[src/rtl/upsample_pkg.sv]
// Shared CNN pixel-path constants (also used by the 4:1 downsampler) and upsampler types.
package upsample_pkg;

  localparam int IMG_W     = 112;
  localparam int DS_FACTOR = 4;
  localparam int DS_SHIFT  = 2;
  localparam int FEAT_W    = IMG_W / DS_FACTOR;
  localparam int CNT_W     = 7;
  localparam int IN_CNT_W  = 5;
  localparam int REP_W     = 2;

  localparam logic [IN_CNT_W-1:0] FEAT_LAST = IN_CNT_W'(FEAT_W - 1);
  localparam logic [CNT_W-1:0]    IMG_LAST  = CNT_W'(IMG_W - 1);
  localparam logic [REP_W-1:0]    REP_LAST  = REP_W'(DS_FACTOR - 1);

  typedef enum logic [0:0] {
    ST_LOAD = 1'b0,
    ST_EMIT = 1'b1
  } up_state_e;

  // Output column to line-buffer entry: every DS_FACTOR columns share one input pixel.
  function automatic logic [IN_CNT_W-1:0] lbuf_idx(input logic [CNT_W-1:0] col);
    return col[CNT_W-1:DS_SHIFT];
  endfunction

endpackage

[src/rtl/upsample_if.sv]
// Pixel stream bundle: 28x28 ready/valid input side and 112x112 raster output side.
interface upsample_if;
  import upsample_pkg::*;

  logic             bin_data;
  logic             bin_data_vld;
  logic             bin_data_rdy;
  logic             up_data;
  logic             up_data_vld;
  logic [CNT_W-1:0] col_cnt;
  logic [CNT_W-1:0] row_cnt;
  logic             frame_last;

  modport slave (
    input  bin_data,
    input  bin_data_vld,
    output bin_data_rdy,
    output up_data,
    output up_data_vld,
    output col_cnt,
    output row_cnt,
    output frame_last
  );

  modport master (
    output bin_data,
    output bin_data_vld,
    input  bin_data_rdy,
    input  up_data,
    input  up_data_vld,
    input  col_cnt,
    input  row_cnt,
    input  frame_last
  );

endinterface

[src/rtl/upsample_lbuf.sv]
// One-row line buffer: registered single-bit write port, combinational read port.
module upsample_lbuf
  import upsample_pkg::*;
(
  input  logic                clk,
  input  logic                rst,
  input  logic                we,
  input  logic [IN_CNT_W-1:0] in_col,
  input  logic                bin_data,
  input  logic [IN_CNT_W-1:0] index,
  output logic                rd_data
);

  logic [FEAT_W-1:0] lbuf_r;

  // Line buffer storage, written one pixel per accepted input beat
  always_ff @(posedge clk) begin
    if (rst) begin
      lbuf_r <= {FEAT_W{1'b0}};
    end else if (we) begin
      lbuf_r[in_col] <= bin_data;
    end else begin
      lbuf_r <= lbuf_r;
    end
  end

  assign rd_data = lbuf_r[index];

endmodule

[src/rtl/upsample.sv]
// Nearest-neighbour 4x binary upsampler: loads one 28-pixel row, then replays it as
// four 112-pixel output rows before accepting the next input row.
module upsample
  import upsample_pkg::*;
(
  input  logic      clk,
  input  logic      rst,
  upsample_if.slave up_if
);

  up_state_e           state_r, state_nxt_s;
  logic [IN_CNT_W-1:0] in_col_r, in_col_nxt_s;
  logic [REP_W-1:0]    rep_r, rep_nxt_s;
  logic [CNT_W-1:0]    out_col_r, out_col_nxt_s;
  logic [CNT_W-1:0]    out_row_r, out_row_nxt_s;
  logic [CNT_W-1:0]    col_cnt_r, col_cnt_nxt_s;
  logic [CNT_W-1:0]    row_cnt_r, row_cnt_nxt_s;
  logic                up_data_r, up_data_nxt_s;
  logic                up_vld_r, up_vld_nxt_s;
  logic                frame_last_r, frame_last_nxt_s;
  logic                rdy_s;
  logic                accept_s;
  logic                lbuf_rd_s;
  logic [IN_CNT_W-1:0] lbuf_idx_s;

  assign lbuf_idx_s = lbuf_idx(out_col_r);

  upsample_lbuf u_lbuf (
    .clk      (clk),
    .rst      (rst),
    .we       (accept_s),
    .in_col   (in_col_r),
    .bin_data (up_if.bin_data),
    .index    (lbuf_idx_s),
    .rd_data  (lbuf_rd_s)
  );

  // Next-state, counter advance and next output pixel
  always_comb begin
    state_nxt_s      = state_r;
    in_col_nxt_s     = in_col_r;
    rep_nxt_s        = rep_r;
    out_col_nxt_s    = out_col_r;
    out_row_nxt_s    = out_row_r;
    col_cnt_nxt_s    = col_cnt_r;
    row_cnt_nxt_s    = row_cnt_r;
    up_data_nxt_s    = 1'b0;
    up_vld_nxt_s     = 1'b0;
    frame_last_nxt_s = 1'b0;
    rdy_s            = 1'b0;
    accept_s         = 1'b0;

    case (state_r)
      ST_LOAD: begin
        rdy_s    = 1'b1;
        accept_s = up_if.bin_data_vld;
        if (accept_s) begin
          if (in_col_r == FEAT_LAST) begin
            in_col_nxt_s = {IN_CNT_W{1'b0}};
            state_nxt_s  = ST_EMIT;
          end else begin
            in_col_nxt_s = in_col_r + 5'd1;
          end
        end else begin
          in_col_nxt_s = in_col_r;
        end
      end

      ST_EMIT: begin
        up_data_nxt_s    = lbuf_rd_s;
        up_vld_nxt_s     = 1'b1;
        col_cnt_nxt_s    = out_col_r;
        row_cnt_nxt_s    = out_row_r;
        frame_last_nxt_s = (out_row_r == IMG_LAST) && (out_col_r == IMG_LAST);
        if (out_col_r == IMG_LAST) begin
          out_col_nxt_s = {CNT_W{1'b0}};
          rep_nxt_s     = rep_r + 2'd1;
          out_row_nxt_s = (out_row_r == IMG_LAST) ? {CNT_W{1'b0}} : out_row_r + 7'd1;
          // The last replica of this row hands back to LOAD on the same edge
          if (rep_r == REP_LAST) begin
            state_nxt_s = ST_LOAD;
          end else begin
            state_nxt_s = ST_EMIT;
          end
        end else begin
          out_col_nxt_s = out_col_r + 7'd1;
        end
      end

      default: begin
        state_nxt_s = ST_LOAD;
      end
    endcase
  end

  // State, counters and registered outputs
  always_ff @(posedge clk) begin
    if (rst) begin
      state_r      <= ST_LOAD;
      in_col_r     <= {IN_CNT_W{1'b0}};
      rep_r        <= {REP_W{1'b0}};
      out_col_r    <= {CNT_W{1'b0}};
      out_row_r    <= {CNT_W{1'b0}};
      col_cnt_r    <= {CNT_W{1'b0}};
      row_cnt_r    <= {CNT_W{1'b0}};
      up_data_r    <= 1'b0;
      up_vld_r     <= 1'b0;
      frame_last_r <= 1'b0;
    end else begin
      state_r      <= state_nxt_s;
      in_col_r     <= in_col_nxt_s;
      rep_r        <= rep_nxt_s;
      out_col_r    <= out_col_nxt_s;
      out_row_r    <= out_row_nxt_s;
      col_cnt_r    <= col_cnt_nxt_s;
      row_cnt_r    <= row_cnt_nxt_s;
      up_data_r    <= up_data_nxt_s;
      up_vld_r     <= up_vld_nxt_s;
      frame_last_r <= frame_last_nxt_s;
    end
  end

  assign up_if.bin_data_rdy = rdy_s;
  assign up_if.up_data      = up_data_r;
  assign up_if.up_data_vld  = up_vld_r;
  assign up_if.col_cnt      = col_cnt_r;
  assign up_if.row_cnt      = row_cnt_r;
  assign up_if.frame_last   = frame_last_r;

endmodule

[src/flat_wrapper.sv]
// flat-port wrapper written by rule: the top's interface ports become plain ports
module upsample_flat import upsample_pkg::*;
  (clk, rst, up_if_bin_data, up_if_bin_data_vld, up_if_bin_data_rdy, up_if_up_data, up_if_up_data_vld, up_if_col_cnt, up_if_row_cnt, up_if_frame_last);
  upsample_if up_if_i ();
  input  logic clk;
  input  logic rst;
  input wire logic [$bits(up_if_i.bin_data)-1:0] up_if_bin_data;
  input wire logic [$bits(up_if_i.bin_data_vld)-1:0] up_if_bin_data_vld;
  output wire logic [$bits(up_if_i.bin_data_rdy)-1:0] up_if_bin_data_rdy;
  output wire logic [$bits(up_if_i.up_data)-1:0] up_if_up_data;
  output wire logic [$bits(up_if_i.up_data_vld)-1:0] up_if_up_data_vld;
  output wire logic [$bits(up_if_i.col_cnt)-1:0] up_if_col_cnt;
  output wire logic [$bits(up_if_i.row_cnt)-1:0] up_if_row_cnt;
  output wire logic [$bits(up_if_i.frame_last)-1:0] up_if_frame_last;
  assign up_if_i.bin_data = up_if_bin_data;
  assign up_if_i.bin_data_vld = up_if_bin_data_vld;
  assign up_if_bin_data_rdy = up_if_i.bin_data_rdy;
  assign up_if_up_data = up_if_i.up_data;
  assign up_if_up_data_vld = up_if_i.up_data_vld;
  assign up_if_col_cnt = up_if_i.col_cnt;
  assign up_if_row_cnt = up_if_i.row_cnt;
  assign up_if_frame_last = up_if_i.frame_last;
  upsample u_core (.clk(clk), .rst(rst), .up_if(up_if_i));
endmodule
[config.mk]
export PLATFORM = sky130hd
export DESIGN_NAME = upsample_flat
export DESIGN_NICKNAME = d
export VERILOG_FILES = /design/src/rtl/upsample_pkg.sv /design/src/rtl/upsample_if.sv /design/src/rtl/upsample_lbuf.sv /design/src/rtl/upsample.sv /design/src/flat_wrapper.sv
export SDC_FILE = /design/constraint.sdc
export NUM_CORES = 1
export LEC_CHECK = 0
export BUFFER_PORTS_ARGS = -buffer_cell sky130_fd_sc_hd__buf_2
export CORE_MARGIN = 2
export CORE_UTILIZATION = 55
export DETAILED_ROUTE_END_ITERATION = 8
export HOLD_SLACK_MARGIN = 0.08
export PLACE_DENSITY_LB_ADDON = 0.15
export SYNTH_ARGS = -nofsm -noshare
export SYNTH_HDL_FRONTEND = slang
export SYNTH_SLANG_ARGS = --single-unit
export TNS_END_PERCENT = 100
[constraint.sdc]
create_clock -name clk -period 5.4 [get_ports clk]
set_clock_uncertainty 0.2 [all_clocks]
set_input_delay 0.81 -clock clk [delete_from_list [all_inputs] [get_ports clk]]
set_output_delay 0.81 -clock clk [all_outputs]
set_load 0.1 [all_outputs]
==> results.cfg <==
[outcome]
status = finished clean

[detailed_routing]
wl_per_cell_um = 14.0
vias = 2490
routed_wl_mm = 6.26
dr.pass1.iters = 4
first_iter_violations = 82
detail-route-antenna-nets = 0
drc = 0
post_drt_via_cell_ratio = 5.56

[yosys]
yosysSeqAreaShare = 0.428
ys_ff_latch = 67
synth_area_per_cell_um2 = 8.57
synthMostInstantiatedCell = dfxtp_1
synthTopCellsByCount = 67 x dfxtp_1, 55 x nand2_1, 38 x a21oi_1
ys_async_sr_fraction = 0
synth_area_leaders = dfxtp_1 43%, nand2_1 6.6%, a21oi_1 6.1%
yosys.area.top_type = dfxtp_1
yosysTopAreaCellShare = 0.428
yosys_warnings = 0
synth-edff-count = 0
syn_area_mm2 = 0.00314
synth.distinct_cells = 45
synth_nets = 378
netlist_instances = 366
ys.flop_type = dfxtp_1

[final_layout]
areaGrowthSynthToFinish_pct = 9.41
antenna_cells = 0
design_area_mm2 = 0.00343
nets = 383
fin_cells = 448
drive_gt1_frac = 0.128

[global_route]
antenna_found_initial = 0
track_usage = 0.216
grt_pass1_wl_mm = 10.8
grt_pass1_vias = 2313
grt_start_max_net_pins = 65
grt_overflow = 0

[setup_path]
cp-end-kind = register
start_kind = register
cp.required_ns = 5.46
critPathKind = register to register
critPathMaxFanout = 17
arrival_ns = 2.36

[sta]
whs_ns = 0.255
setup_tns_ns = 0
fin_crit_ns = 2.30
max_freq_ghz = 0.434
period_share = 0.426
fin_ws_ns = 3.10
hold_violations = 0
worst_pin_slew_ns = 1.19
max_slew_margin = 0.210
rsz0062_at_grt = false
setup_viol = 0
maxSlewViolCount = 0

[clock_network]
clockBufferDepth = 2
cts_root_buf = clkbuf_8
postCtsSetupRepairBufs = 0
cts_hold_buf = 0
numCtsBuffers = 9
cts_tree = built
cts_resized = 0
clock_sinks = 67
clk_pin_slew_ns = 0.08
clk_latency_ns = 0.34
cts_htree_levels = 3

[flow_run]
drv_cap = 0

[die]
initial_utilization = 0.570
die_w_um = 79.5
pin_count = 22
rows = 27
die_h_um = 79.5
core_mm2 = 0.00551
fp.dieArea_mm2 = 0.00632

[place]
hpwl_mm = 4.02
placed_cells = 432
numPortBuffers = 21
place_area_mm2 = 0.00321
gp_congestion = 0.816
dpl_worst_slack_ns = 3.08

[power]
max-vdd-ir-drop_v = 0.000128
p_per_area_mw_per_mm2 = 289
p_leak_nw = 1.21

[worst_hold_path]
hp-class = register to register
critical path, cell delays in order (launching register included):
cell and delay (ns):
dfxtp_1 0.79, and2_1 0.32, nand3_2 0.22, or4b_1 0.56, a21oi_1 0.13
cell type report:
type | count | area [µm²]
clock buffer | 10 | 138
clock inverter | 6 | 88.8
multi-input combinational | 267 | 1650
tap | 72 | 90.1
inverter | 4 | 15.0
timing repair buffer | 22 | 113
fill | 475 | 2070
sequential | 67 | 1340
path summary, 6_finish.rpt:
check	start	endpoint	slack, ns	depth (start not counted)
max reg2reg	u_core.out_col_r[3]	u_core.out_row_r[6]	3.10	4
max	u_core.out_col_r[3]	u_core.out_row_r[6]	3.10	4
min reg2reg	u_core.u_lbuf.lbuf_r[3]	u_core.u_lbuf.lbuf_r[3]	0.25	2
min	u_core.u_lbuf.lbuf_r[3]	u_core.u_lbuf.lbuf_r[3]	0.25	2
cell families after synthesis:
family          synth area share
simple gates               0.255
compound gates             0.118
flops                      0.428
mux                       0.0917
buf+inv                   0.0475
fa+ha+maj                 0.0319
xor+xnor                  0.0279
stage by stage:
step           utilization  power (mW)
2_1_floorplan            -       0.533
3_3_place_gp         0.582       0.539
3_5_place_dp         0.582       0.539
4_1_cts              0.623        1.00
5_1_grt              0.623        1.03
6_report             0.623       0.992
layout by cell type (no fill, tap or decap), types with 2 or more instances in the layout:
cell type	n
bufinv_16	2
nand4_1	6
and3b_1	5
inv_1	4
clkinvlp_4	2
clkbuf_8	10
o21ai_0	16
nor2_1	35
nand3_1	22
nor3_1	8
a21oi_1	38
a2111oi_0	2
xor2_1	6
buf_2	21
xnor2_1	4
ha_1	8
nand2_1	55
mux2i_1	19
nor2b_1	4
mux4_2	2
nor3b_2	3
nand3b_1	8
or3_1	4
mux4_1	2
dfxtp_1	67
power by group:
group	internal, mW	switching [mW]	leakage [nW]
combinational	0.00720	0.0220	0.560
sequential	0.496	0.00261	0.540
clock	0.272	0.192	0.108
state kept, by name, indices dropped and copies added (netlist names):
| name | count |
|---|---|
| u_core.up_if.up_data | 1 |
| u_core.out_row_r | 7 |
| u_core.state_r | 1 |
| u_core.up_if.col_cnt | 7 |
| u_core.in_col_r | 5 |
| u_core.u_lbuf.lbuf_r | 28 |
| u_core.rep_r | 2 |
| u_core.up_if.row_cnt | 7 |
| u_core.out_col_r | 7 |
| u_core.up_if.frame_last | 1 |
| u_core.up_if.up_data_vld | 1 |
layer usage:
metal  wire [µm]  GRT usage
met2        2970      0.340
met5           0          0
met4          68     0.0914
met1        3020      0.289
met3         191     0.0430
Power figures use the tool's default switching activity.
